[src/rtl/gf2_min_weight_scheduler_if.sv]
// -----------------------------------------------------------------------------
// axi_stream_if
// Minimal AXI-Stream bundle carrying the enumerator's solution vectors.
//   tdata  [DATA_WIDTH-1:0]  solution beat
//   tvalid                   beat offered by the enumerator
//   tready                   beat accepted by the scheduler
//   tlast                    beat closes the last solution of a machine
// Modports: master (enumerator side), slave (scheduler side).
// -----------------------------------------------------------------------------
interface axi_stream_if #(
  parameter int DATA_WIDTH = 8
);
  logic [DATA_WIDTH-1:0] tdata;
  logic                  tvalid;
  logic                  tready;
  logic                  tlast;

  modport master (output tdata, output tvalid, output tlast, input tready);
  modport slave  (input tdata, input tvalid, input tlast, output tready);
endinterface

[src/rtl/gf2_min_weight_scheduler.sv]
// -----------------------------------------------------------------------------
// gf2_min_weight_scheduler
// Runs the GF(2) solution enumerator once per machine job, computes the
// Hamming weight of every solution vector it streams back, keeps the minimum
// weight per machine and sums those minimums over a puzzle (a run of machines
// terminated by job_last).
//
// Ports:
//   clk, rst_n        clock, synchronous active-low reset
//   job_valid/ready   machine job handshake from the RREF front-end
//   job_vars          variable count of the offered job (1..MAX_VARS)
//   job_last          offered job is the final machine of the puzzle
//   enum_start        one-cycle start pulse to the enumerator
//   solution_stream   AXI-Stream slave, solution vectors (tdata/tvalid/tready/tlast)
//   machine_min       minimum weight of the last completed machine
//   machine_done      one-cycle pulse, machine_min valid
//   result_total      sum of machine minimums of the completed puzzle
//   result_valid      one-cycle pulse with result_total
//   busy              high whenever the FSM is not in IDLE
//   solution_count    (GF2_MIN_WEIGHT_SCHEDULER_STATS_EN only) solutions seen
//                     in the last machine
//
// Optional feature macro: GF2_MIN_WEIGHT_SCHEDULER_STATS_EN
// -----------------------------------------------------------------------------
module gf2_min_weight_scheduler #(
  parameter int MAX_VARS       = 16,
  parameter int MAX_VARS_W     = $clog2(MAX_VARS + 1),
  parameter int AXI_DATA_WIDTH = 8,
  parameter int TOTAL_W        = 32
) (
  input  logic                  clk,
  input  logic                  rst_n,
  input  logic                  job_valid,
  output logic                  job_ready,
  input  logic [MAX_VARS_W-1:0] job_vars,
  input  logic                  job_last,
  output logic                  enum_start,
  axi_stream_if.slave           solution_stream,
  output logic [MAX_VARS_W-1:0] machine_min,
  output logic                  machine_done,
  output logic [TOTAL_W-1:0]    result_total,
  output logic                  result_valid,
  output logic                  busy
`ifdef GF2_MIN_WEIGHT_SCHEDULER_STATS_EN
  ,
  output logic [TOTAL_W-1:0]    solution_count
`endif
);

  localparam int W         = AXI_DATA_WIDTH;
  localparam int MAX_BEATS = (MAX_VARS + W - 1) / W;
  localparam int BEAT_W    = (MAX_BEATS > 1) ? $clog2(MAX_BEATS) : 1;
  localparam logic [MAX_VARS_W-1:0] SENTINEL = MAX_VARS_W'(MAX_VARS + 1);

  typedef enum logic [2:0] {
    IDLE,
    START,
    COLLECT,
    REDUCE,
    EMIT
  } state_t;

  state_t                  state, state_next;
  logic [MAX_VARS_W-1:0]   vars_reg;
  logic                    last_reg;
  logic [MAX_VARS_W-1:0]   min_reg;
  logic [BEAT_W-1:0]       beat_cnt;
  logic [MAX_VARS_W-1:0]   run_weight;
  logic [TOTAL_W-1:0]      acc;
`ifdef GF2_MIN_WEIGHT_SCHEDULER_STATS_EN
  logic [TOTAL_W-1:0]      sol_cnt;
`endif

  // Datapath for the beat currently on the stream.
  logic [W-1:0]            beat_data;
  logic [W-1:0]            beat_masked;
  logic [BEAT_W-1:0]       last_beat_idx;
  logic                    final_beat;
  logic                    close_solution;
  logic [MAX_VARS_W-1:0]   beat_pop;
  logic [MAX_VARS_W-1:0]   sol_weight;
  logic [MAX_VARS_W-1:0]   min_next;
  int                      valid_bits;

  assign beat_data = solution_stream.tdata;

  // NOTE: every signal driven here gets a default first, so no path through
  // the block leaves a value unassigned and no latch is inferred.
  always_comb begin
    last_beat_idx = BEAT_W'((int'(vars_reg) + W - 1) / W - 1);
    final_beat    = (beat_cnt == last_beat_idx);
    valid_bits    = int'(vars_reg) - int'(beat_cnt) * W;
    beat_masked   = '0;
    beat_pop      = '0;
    for (int i = 0; i < W; i++) begin
      // Only the final beat of a solution can carry bits beyond vars.
      beat_masked[i] = beat_data[i] & (!final_beat || (i < valid_bits));
      beat_pop       = beat_pop + MAX_VARS_W'(beat_masked[i]);
    end
    sol_weight     = run_weight + beat_pop;
    min_next       = (sol_weight < min_reg) ? sol_weight : min_reg;
    // A tlast on a non-final beat is a protocol error; the solution is closed
    // early with whatever weight it has gathered so far.
    close_solution = final_beat || solution_stream.tlast;
  end

  always_comb begin
    state_next             = state;
    job_ready              = 1'b0;
    enum_start             = 1'b0;
    solution_stream.tready = 1'b0;
    busy                   = 1'b1;
    unique case (state)
      IDLE: begin
        job_ready = 1'b1;
        busy      = 1'b0;
        if (job_valid) state_next = START;
      end
      START: begin
        enum_start = 1'b1;
        state_next = COLLECT;
      end
      COLLECT: begin
        solution_stream.tready = 1'b1;
        if (solution_stream.tvalid && solution_stream.tlast) state_next = REDUCE;
      end
      REDUCE:  state_next = last_reg ? EMIT : IDLE;
      EMIT:    state_next = IDLE;
      default: state_next = IDLE;
    endcase
  end

  // NOTE: sequential state uses non-blocking assignments only, so every
  // register samples the pre-edge values regardless of statement order.
  // Everything here is a plain register (no memory arrays), so the whole
  // state is cleared by the synchronous reset.
  always_ff @(posedge clk) begin
    if (!rst_n) begin
      state        <= IDLE;
      vars_reg     <= '0;
      last_reg     <= 1'b0;
      min_reg      <= '0;
      beat_cnt     <= '0;
      run_weight   <= '0;
      acc          <= '0;
      machine_min  <= '0;
      machine_done <= 1'b0;
      result_total <= '0;
      result_valid <= 1'b0;
`ifdef GF2_MIN_WEIGHT_SCHEDULER_STATS_EN
      sol_cnt        <= '0;
      solution_count <= '0;
`endif
    end else begin
      state        <= state_next;
      machine_done <= 1'b0;
      result_valid <= 1'b0;
      unique case (state)
        IDLE: begin
          if (job_valid) begin
            vars_reg <= job_vars;
            last_reg <= job_last;
          end
        end
        START: begin
          min_reg    <= SENTINEL;
          beat_cnt   <= '0;
          run_weight <= '0;
`ifdef GF2_MIN_WEIGHT_SCHEDULER_STATS_EN
          sol_cnt    <= '0;
`endif
        end
        COLLECT: begin
          if (solution_stream.tvalid) begin
            if (close_solution) begin
              min_reg    <= min_next;
              beat_cnt   <= '0;
              run_weight <= '0;
`ifdef GF2_MIN_WEIGHT_SCHEDULER_STATS_EN
              sol_cnt    <= sol_cnt + TOTAL_W'(1);
`endif
              // machine_min is captured on the closing edge so it is already
              // valid during REDUCE, the cycle machine_done is high.
              if (solution_stream.tlast) begin
                machine_min  <= (min_next == SENTINEL) ? '0 : min_next;
                machine_done <= 1'b1;
`ifdef GF2_MIN_WEIGHT_SCHEDULER_STATS_EN
                solution_count <= sol_cnt + TOTAL_W'(1);
`endif
              end
            end else begin
              beat_cnt   <= beat_cnt + BEAT_W'(1);
              run_weight <= sol_weight;
            end
          end
        end
        REDUCE: begin
          acc <= acc + TOTAL_W'(machine_min);
          if (last_reg) begin
            result_total <= acc + TOTAL_W'(machine_min);
            result_valid <= 1'b1;
          end
        end
        EMIT: begin
          acc <= '0;
        end
        default: ;
      endcase
    end
  end

endmodule
[src/flat_wrapper.sv]
// flat-port wrapper written by rule: the top's interface ports become plain ports
module gf2_min_weight_scheduler_flat 
#(
  parameter int MAX_VARS       = 16,
  parameter int MAX_VARS_W     = $clog2(MAX_VARS + 1),
  parameter int AXI_DATA_WIDTH = 8,
  parameter int TOTAL_W        = 32
)
  (clk, rst_n, job_valid, job_ready, job_vars, job_last, enum_start, machine_min, machine_done, result_total, result_valid, busy, solution_stream_tdata, solution_stream_tvalid, solution_stream_tlast, solution_stream_tready);
  axi_stream_if solution_stream_i ();
  input  logic clk;
  input  logic rst_n;
  input  logic job_valid;
  output logic job_ready;
  input  logic [MAX_VARS_W-1:0] job_vars;
  input  logic job_last;
  output logic enum_start;
  output logic [MAX_VARS_W-1:0] machine_min;
  output logic machine_done;
  output logic [TOTAL_W-1:0] result_total;
  output logic result_valid;
  output logic busy;
  input wire logic [$bits(solution_stream_i.tdata)-1:0] solution_stream_tdata;
  input wire logic [$bits(solution_stream_i.tvalid)-1:0] solution_stream_tvalid;
  input wire logic [$bits(solution_stream_i.tlast)-1:0] solution_stream_tlast;
  output wire logic [$bits(solution_stream_i.tready)-1:0] solution_stream_tready;
  assign solution_stream_i.tdata = solution_stream_tdata;
  assign solution_stream_i.tvalid = solution_stream_tvalid;
  assign solution_stream_i.tlast = solution_stream_tlast;
  assign solution_stream_tready = solution_stream_i.tready;
  gf2_min_weight_scheduler #(.MAX_VARS(MAX_VARS), .MAX_VARS_W(MAX_VARS_W), .AXI_DATA_WIDTH(AXI_DATA_WIDTH), .TOTAL_W(TOTAL_W)) u_core (.clk(clk), .rst_n(rst_n), .job_valid(job_valid), .job_ready(job_ready), .job_vars(job_vars), .job_last(job_last), .enum_start(enum_start), .solution_stream(solution_stream_i), .machine_min(machine_min), .machine_done(machine_done), .result_total(result_total), .result_valid(result_valid), .busy(busy));
endmodule
[config.mk]
export PLATFORM = sky130hd
export DESIGN_NAME = gf2_min_weight_scheduler_flat
export DESIGN_NICKNAME = d
export VERILOG_FILES = /design/src/rtl/gf2_min_weight_scheduler_if.sv /design/src/rtl/gf2_min_weight_scheduler.sv /design/src/flat_wrapper.sv
export SDC_FILE = /design/constraint.sdc
export NUM_CORES = 1
export LEC_CHECK = 0
export CAP_MARGIN = 25
export CELL_PAD_IN_SITES_DETAIL_PLACEMENT = 1
export CELL_PAD_IN_SITES_GLOBAL_PLACEMENT = 1
export CORE_MARGIN = 1
export CORE_UTILIZATION = 42
export CTS_CLUSTER_DIAMETER = 40
export CTS_CLUSTER_SIZE = 25
export DETAILED_ROUTE_END_ITERATION = 10
export GPL_TIMING_DRIVEN = 0
export HOLD_SLACK_MARGIN = 0.05
export PLACE_DENSITY = 0.93
export SYNTH_ARGS = -nofsm -noshare
export SYNTH_HDL_FRONTEND = slang
export SYNTH_SLANG_ARGS = --single-unit
[constraint.sdc]
create_clock -name clk -period 8.4 [get_ports clk]
set_input_delay 1.26 -clock clk [delete_from_list [all_inputs] [get_ports clk]]
set_output_delay 1.26 -clock clk [all_outputs]
set_load 0.05 [all_outputs]
-- Word-level counts from Yosys, hierarchy flattened
Cells that the tools add are included.
- add/subtract/negate cells: 15
- order comparisons: 9
- eq/ne operators: 10
- multiplexer cells: 22
- bitwise gates (word level): 9
- reduce and logical (&&, ||, !) cells: 23
- operators by type and width (cell ; count):
    $lt A4 B32 Y1 const A ; 4
    $lt A3 B32 Y1 const A ; 2
    $pmux W32 S2 ; 1
    $add A32 B5 Y32 ; 1
    $lt A1 B32 Y1 const A ; 1
    $lt A2 B32 Y1 const A ; 1
    $add A5 B1 Y5 ; 6
    $mux W5 ; 6
    $pmux W5 S2 ; 2
    $pmux W3 S4 ; 1
    $reduce_and A2 Y1 ; 5
    $and A1 B1 Y1 ; 9
    $logic_or A1 B1 Y1 ; 9
    $mux W3 ; 3
    $mux W1 ; 8
    $reduce_and A4 Y1 ; 2
    $sub A6 B1 Y7 const B ; 1
    $add A5 B4 Y6 const B ; 1
    $eq A3 B2 Y1 const B ; 2
    $sub A5 B4 Y6 ; 1
    $add A5 B5 Y5 ; 1
    $eq A5 B5 Y1 const B ; 1
    $lt A5 B5 Y1 ; 1
    $ne A2 B1 Y1 const B ; 2
    15 further kinds ; 17
- flip-flop bits (word level): 91
- input bits: 19
- output and inout bits: 43
- word-level logic and storage cells: 99

-- Depth between registers and ports, before layout
Gate-level depths: netlist of run 1.
- depth after elaboration: 23
- mapped depth: 25
- depth with buffers taken out: 24

-- Worst setup path before layout of run 1
Ideal clock, no wire load.
- path kind: register to register
- start: register u_core.vars_reg[3]
- end: register u_core.machine_min[0]
- library setup time: 133 ps
- arrival: 6053 ps
- data required time: 8267 ps
- setup slack: 2214 ps
- cell stages (with the launch flop): 26
- buffers on the path: 1
- period minus slack after synthesis: 6186 ps
- cells stage by stage: dfxtp_1 inv_1 ha_1 ha_1 a21oi_1 or2_2 clkbuf_1 o21a_1 ha_1 inv_1 fa_1 fa_1 fa_1 inv_1 ha_1 inv_1 fa_1 nand2b_1 a21oi_1 xnor2_1 ha_1 a21o_1 a31oi_2 or4b_2 a21oi_1 o32ai_1
- longest elaborated chain between the ends: 21
- elaborated cells between the ends (all ways): 46
- classes of those cells: add/sub (13); order compare (9); eq/ne (2); mux (2); bitwise (9); reduce/logical (11)
- ends and longest elaborated chain (element ; line ; source):
    start, declared ; gf2_min_weight_scheduler.sv:64 ; logic [MAX_VARS_W-1:0] vars_reg;
    start signal, assigned ; gf2_min_weight_scheduler.sv:161 ; vars_reg <= job_vars;
    $add A5 B4 Y6 ; gf2_min_weight_scheduler.sv:90 ; last_beat_idx = BEAT_W'((int'(vars_reg) + W - 1) / W - 1);
    $sub A6 B1 Y7 ; gf2_min_weight_scheduler.sv:90 ;
    $and A1 B1 Y1 (no line) ; - ;
    $add A1 B1 Y1 (no line) ; - ;
    $sub A1 B1 Y1 ; gf2_min_weight_scheduler.sv:90 ;
    $eq A1 B1 Y1 ; gf2_min_weight_scheduler.sv:91 ; final_beat = (beat_cnt == last_beat_idx);
    $logic_not A1 Y1 ; gf2_min_weight_scheduler.sv:97 ; beat_masked[i] = beat_data[i] & (!final_beat || (i < valid_bits));
    $logic_or A1 B1 Y1 ; gf2_min_weight_scheduler.sv:97 ;
    $and A1 B1 Y1 ; gf2_min_weight_scheduler.sv:97 ;
    $add A1 B1 Y2 ; gf2_min_weight_scheduler.sv:98 ; beat_pop = beat_pop + MAX_VARS_W'(beat_masked[i]);
    $add A5 B1 Y5 (6 in a row) ; gf2_min_weight_scheduler.sv:98 ;
    $add A5 B5 Y5 ; gf2_min_weight_scheduler.sv:100 ; sol_weight = run_weight + beat_pop;
    $lt A5 B5 Y1 ; gf2_min_weight_scheduler.sv:101 ; min_next = (sol_weight < min_reg) ? sol_weight : min_reg;
    $mux W5 ; gf2_min_weight_scheduler.sv:101 ;
    $eq A5 B5 Y1 ; gf2_min_weight_scheduler.sv:185 ; machine_min <= (min_next == SENTINEL) ? '0 : min_next;
    $mux W5 ; gf2_min_weight_scheduler.sv:185 ;
    end signal, assigned ; gf2_min_weight_scheduler.sv:185 ;
    end, declared ; gf2_min_weight_scheduler.sv:39 ; output logic [MAX_VARS_W-1:0] machine_min,
Parallel ways exist; a longest one is shown, timed or not.
A chain may end at the register's enable or synchronous reset.

-- Worst setup path in the final report of run 1
- start: register u_core.vars_reg[3]
- end: register u_core.machine_min[4]
The elaborated chain is that of the path after synthesis.

==> results.md, run 1 <==
- Resize count post-CTS: 0
- Top flop regs: u_core.acc: 32 flops, u_core.result_total: 32 flops
- Crit-path max FO: 10
- Quantity of I/O buffers inserted on ports: 61
- Wire length on met1: approximately 6.2 mm
- Synthesis warning total: 0
- Initial Utilization: 0.435
- Hold Path Class: reg2reg
- Layout area overhead: 22.2%
- Actual slew at the worst max-slew pin: 909 ps
- Synth area leaders: dfxtp_1, ha_1, a21oi_1
- Ys async rst share: 0
- First-pass GRT wire length: ~24 mm
- Hold_ws: 467 ps
- Syn_area_per_cell: 8.43 µm²
- Critical Path Sink Type: flip-flop
- Top-count cell post-synth: dfxtp_1
- Biggest area consumer among synthesized cells: dfxtp_1
- Die W: 109 µm
- Share of layout cells above drive strength 1: 0.0357
- Post-synth top area share: 0.381
- Flip-flop and latch area: 1820 µm²
- FILL cells: 1,300
- Clk root buf: clkbuf_16
- Yosys reg bits: 91
- Worst hold path depth: 2
- FP Rows: 38
- Max Used Layer: met4
- CP Launch Type: flip-flop
- # hold bufs at CTS: 0
- # diodes: 0
- Routed wl met3: 592 µm
- Clock Latency Late Sink: 350 ps
- Post-route clock skew: 7.31 ps
- Setup TNS: 0 ps
- Number of flops mapped to enable cells by yosys: 0
- Area of the multi-input gates: 2760 µm²
- Final period util: 0.824
- PD cells: 210 nW/µm²
- Die area: 11,800 µm²
- Routed met2 length: between 7 and 8 mm
- RSZ-0062 raised after global routing: no
- Rel. slew slack: 0.389
- Initial DRC count: 170
- Worst R2R Path Depth: 24
- Htree depth: 3
- Post-Syn Area: 4780 µm²
- Crit Path Category: reg2reg
- Worst Setup Slack, final: approximately 1500 ps
- Via count: 4,575
- Initial antenna violation count: 0
- Worst slack at placement: 1380 ps
- Cts bufs inserted: 9
- Clock buffer depth: 2
- Post-layout min period: 6920 ps
- DRT Wirelength: 14.8 mm
- Synth cell types: 56
- Synth Flop Type: dfxtp_1
- Fin. Hold Viols: 0
- Postcts setup bufs: 0
- Post-Syn Instances: 567
- Pin count of the biggest net entering global routing: 14
- Total track usage: 0.263
- Post-DR vias/cell: 5.84
- Antenna-violating nets left: 0
- CP required: 8610 ps
- Overflow after GRT: 0
- Residual DRC count: 0
- I/O pin total: between 60 and 70
- Status: finished, final reports clean
- Max IR drop VDD: about 180 µV
- Pins over their slew limit: 0
- Placer Congestion: 0.898
- Drt first pass iters: 5
- WL/cell: around 19 µm
- Synth top cells by count: dfxtp_1, nor2_1, a21oi_1, nand2_1, o21ai_0
- Dpl hpwl: approximately 11 mm
- CTS Sinks: 91
- Vias in the first global route: 4,703
- Max cap viols: 0
- Static Leak: between 2 and 2.5 nW
- Syn nets: 613
- Final setup viols: 0
- Die H: 109 µm
- Arrival time at the worst endpoint: 7140 ps
- Nets: 685
- Clock transition at path regs: about 70 ps
- Seq/Total Area, Yosys: 0.381
- Fmax: 144 MHz
- CTS tree: done
- Core ar.: 11,000 µm²
[where the power goes]
group	leakage (nW)	internal (mW)	switching (mW)	total, mW
combinational	1.25	0.152	0.236	0.388
clock	0.137	0.217	0.172	0.389
sequential	0.735	0.439	0.00814	0.447
total	2.12	0.807	0.417	1.22
[stage by stage]
step           utilization  area, µm²  instances  total power [mW]
2_1_floorplan            -       4780        567             0.726
5_1_grt              0.532       5840        784              1.28
6_report             0.532       5840        784              1.22
3_3_place_gp         0.507       5570        768             0.799
4_1_cts              0.532       5840        784              1.23
3_5_place_dp         0.507       5570        768             0.831
[area by class of cell]
| type | instances | share of cell area |
|---|---|---|
| multi-input combinational | 424 | 0.473 |
| sequential | 91 | 0.312 |
| timing repair buffer | 61 | 0.105 |
| clock buffer | 14 | 0.0452 |
| tap | 140 | 0.0300 |
| buffer | 27 | 0.0176 |
| inverter | 25 | 0.0161 |
| clock inverter | 2 | 0.00171 |
[layout by cell type, fill, tap and decap left out, types with 3 or more instances in the layout]
cell type,Yosys,routed
a211o_1,3,3
a211oi_1,13,13
a21o_1,6,6
a21oi_1,54,54
a22oi_1,8,8
a311oi_1,7,7
a31oi_1,11,11
a32o_1,3,3
and2_1,11,11
and3_1,6,6
and4_1,5,5
buf_1,3,3
clkbuf_1,23,26
clkbuf_16,0,9
clkdlybuf4s50_1,0,61
dfxtp_1,91,91
fa_1,5,5
ha_1,22,22
inv_1,25,25
mux2i_1,9,9
nand2_1,51,51
nand2b_1,6,6
nand3_1,6,6
nor2_1,66,66
nor2b_1,4,4
nor3_1,4,4
o211ai_1,4,4
o21a_1,8,8
o21ai_0,39,39
o31ai_1,5,5
or3_1,5,5
xnor2_1,24,24
xor2_1,11,11
[final timing paths]
kind              slack, ps                             endpoint                                 from
setup / recovery       1480   u_core.machine_min[4]$_SDFFE_PN0P_      u_core.vars_reg[3]$_SDFFE_PN0P_
hold / removal          470  u_core.result_total[9]$_SDFFE_PN0P_  u_core.result_total[9]$_SDFFE_PN0P_
setup reg to reg       1480   u_core.machine_min[4]$_SDFFE_PN0P_      u_core.vars_reg[3]$_SDFFE_PN0P_
hold reg to reg         470  u_core.result_total[9]$_SDFFE_PN0P_  u_core.result_total[9]$_SDFFE_PN0P_
[routing by layer]
metal | track usage | up-vias
met2 | 0.467 | 109
li1 | - | 2163
met4 | 0.125 | 0
met5 | 0 | -
met1 | 0.312 | 2270
met3 | 0.0371 | 33
[critical path, cell delays in order (launching register included)]
cell and delay, ps:
dfxtp_1 340, inv_1 60, ha_1 180, ha_1 290, a21oi_1 60, or2_2 270
clkbuf_1 170, o21a_1 230, ha_1 280, inv_1 50, fa_1 510, fa_1 580
fa_1 420, inv_1 70, ha_1 190, inv_1 80, fa_1 410, xnor2_1 450
ha_1 350, a21oi_1 150, o21ai_0 130, a31oi_2 540, or4b_2 670, a21oi_1 220
o32ai_1 100
[cell families (layout without fill, tap and decap cells)]
kind of cell / after synthesis / after routing / synth area share
buf+inv: 52 / 129 / 0.0411
xor+xnor: 35 / 35 / 0.0641
flops: 91 / 91 / 0.381
compound gates: 173 / 173 / 0.230
simple gates: 180 / 180 / 0.186
mux: 9 / 9 / 0.0188
fa+ha+maj: 27 / 27 / 0.0785
Note: power is estimated with default switching activity, not from simulation.
==> run 2: changes to the inputs <==
Clock period 8.4 ns to 6.57 ns, I/O delays scaled along.
==> run 2 against run 1 <==
  * Combinational power is 60% higher
  * Clock power is 28% higher
  * Core utilization is 0.59 points higher
  * Sequential cell count stayed put
  * Total power is 38% higher
  * Routed wire length is 1.2% higher
  * Critical path type unchanged
==> results.md, run 2 (synthesized netlist as in run 1, its figures left out) <==
- Status: finished, final reports clean
- Commonest non-fill, non-tap cell in the layout: dfxtp_1
- Core ar.: 11,000 µm² (unchanged)
- Quantity of I/O buffers inserted on ports: 61 (unchanged)
- Total track usage: 0.265 (+0.00153)
- Cts bufs inserted: 9 (unchanged)
- Clock buffer depth: 2 (unchanged)
- Drt first pass iters: 4 (-1)
- Power Internal: 1.10 mW (+37%)
- Final period util: 0.955 (+0.131)
- Initial antenna violation count: 0 (unchanged)
- Dpl hpwl: 10.6 mm (unchanged)
- Die H: 109 µm (unchanged)
- FILL cells: 1,294 (-0.46%)
- Placed Area: 5570 µm² (unchanged)
- Pin count of the biggest net entering global routing: 14 (unchanged)
- Overflow after GRT: 0 (unchanged)
- Psw: 0.587 mW (+41%)
- PD cells: 286 nW/µm² (+36%)
- First-pass GRT wire length: 24.1 mm (+0.67%)
- Crit Path Category: reg2reg
- Switching share of power: 0.347 (+0.00688)
- Cell area after layout: 5910 µm² (+1.1%)
- Vias in the first global route: 4,720 (+0.36%)
- Clock transition at path regs: 60 ps (about the same)
- CP Launch Type: flip-flop
- FP Rows: 38 (unchanged)
- # hold bufs at CTS: 0 (unchanged)
- Via count: 4,586 (+0.24%)
- Crit-path max FO: 7 (-3)
- Worst slack at placement: -222 ps (-1600 ps)
- Rel. slew slack: 0.394 (+0.00564)
- RSZ-0062 raised after global routing: no
- WL/cell: 19.0 µm (+0.91%)
- Nets: 687 (+0.29%)
- Residual DRC count: 0 (unchanged)
- Actual slew at the worst max-slew pin: 901 ps (-8.39 ps)
- Critical Path Sink Type: flip-flop
- Final setup viols: 0 (unchanged)
- # diodes: 0 (unchanged)
- Static Leak: 2.15 nW (+1.3%)
- Share of layout cells above drive strength 1: 0.0511 (+0.0154)
- Max IR drop VDD: 322 µV (+84%)
- Clk root buf: clkbuf_16
- Post-DR vias/cell: 5.83 (about the same)
- Worst hold path depth: 2 (unchanged)
- Die W: 109 µm (unchanged)
- PnR Total Power: 1.69 mW (+38%)
- Worst Setup Slack, final: 297 ps (-1180 ps)
- Die area: 11,800 µm² (unchanged)
- Placer Congestion: 0.898 (unchanged)
- CTS tree: done
- Fmax: 159 MHz (+10%)
- Most frequent cells in the layout: dfxtp_1, nor2_1, clkdlybuf4s50_1, a21oi_1, nand2_1
- Initial Utilization: 0.435 (unchanged)
- Post-Layout Cell Count: 786 (+0.26%)
- I/O pin total: 62 (unchanged)
- Htree depth: 3 (unchanged)
- Fin. Hold Viols: 0 (unchanged)
- CP most frequent cell: ha_1
- Arrival time at the worst endpoint: 6490 ps (-650 ps)
- Hold Path Class: reg2reg
- Crit-path slowest cell: fa_1
- Reg power frac: 0.339 (-0.026)
- Clock group share of total power: 0.295 (-0.023)
- Antenna-violating nets left: 0 (unchanged)
- Clock Latency Late Sink: 350 ps (about the same)
- CP max stage delay: 580 ps (-90 ps)
- Pins over their slew limit: 0 (unchanged)
- Dpl cells: 768 (unchanged)
- Initial DRC count: 188 (+11%)
- Max cap viols: 0 (unchanged)
- Comb pwr share: 0.366 (+0.049)
- CTS Sinks: 91 (unchanged)
- Post-route clock skew: 6.11 ps (-1.20 ps)
- Post-layout min period: 6270 ps (-650 ps)
- Layout area overhead: 23.5%
- Worst R2R Path Depth: 26 (+8.3%)
- Top flop regs: u_core.acc: 32 flops, u_core.result_total: 32 flops
- CP required: 6790 ps (-1820 ps)
- DRT Wirelength: 15.0 mm (+1.2%)
[run 2: cell types whose count changed in the layout (fill, tap and decap cells not counted), sizes merged]
cell	change
clkbuf	-1
buf	+3
[run 2: timing repair]
item	in CTS	in global routing
pin swaps	0	1
gates resized for setup	2	8
buffers inserted	2	1
setup endpoints to repair	3	7
cloned	0	0
[run 2: cell type report]
cell class,count,area (µm²),area share
inverters,25,93.8,0.0159
repair buffers,64,633,0.107
clock buffers,14,264,0.0447
well taps,140,175,0.0297
plain buffers,26,98.8,0.0167
flip-flops and latches,91,1820,0.308
multi-input cells,424,2810,0.476
clock inverters,2,10.0,0.00169
[run 2: per-stage QoR]
stage	utilization	TNS, ps	hold slack (ps)
5_1_grt	0.538	0	488
2_1_floorplan	-	0	440
3_3_place_gp	0.507	0	441
6_report	0.538	0	465
4_1_cts	0.535	0	470
3_5_place_dp	0.507	-413	461
[run 2: power groups by stage]
stage / clock [mW] / combinational [mW] / sequential [mW]
floorplan: 0 / 0.339 / 0.589
global placement: 0 / 0.439 / 0.583
detailed placement: 0 / 0.479 / 0.584
CTS: 0.499 / 0.567 / 0.572
global route: 0.521 / 0.662 / 0.573
finish: 0.498 / 0.619 / 0.572
[run 2: per-layer routing]
layer	vias to the layer above	wire length, µm	global-route usage
li1	2166	-	-
met3	35	598	0.0371
met2	112	7520	0.469
met5	-	0	0
met4	0	489	0.127
met1	2273	6350	0.313
[run 2: worst paths after layout]
kind	start	end	slack (ps)
worst min register to register	u_core.result_total[9]$_SDFFE_PN0P_	u_core.result_total[9]$_SDFFE_PN0P_	470
worst max register to register	u_core.vars_reg[3]$_SDFFE_PN0P_	u_core.machine_min[4]$_SDFFE_PN0P_	300
worst min-delay path	u_core.result_total[9]$_SDFFE_PN0P_	u_core.result_total[9]$_SDFFE_PN0P_	470
worst max-delay path	u_core.vars_reg[3]$_SDFFE_PN0P_	u_core.machine_min[4]$_SDFFE_PN0P_	300
[run 2: critical path: cells and delay by family (launching register included)]
kind	cells	cell delay [ps]
buffers and inverters	6	600
xor gates and xnor gates	1	110
and+or+nand+nor	3	990
AOI/OAI and AO/OA	7	910
adders and majority gates	9	3200
DFF	1	340
==> run 3: changes to the inputs <==
Settings changed: CAP_MARGIN 25 to not set.
==> results of run 3 <==
The final DEF is identical to that of run 2; final timing and power are the same.
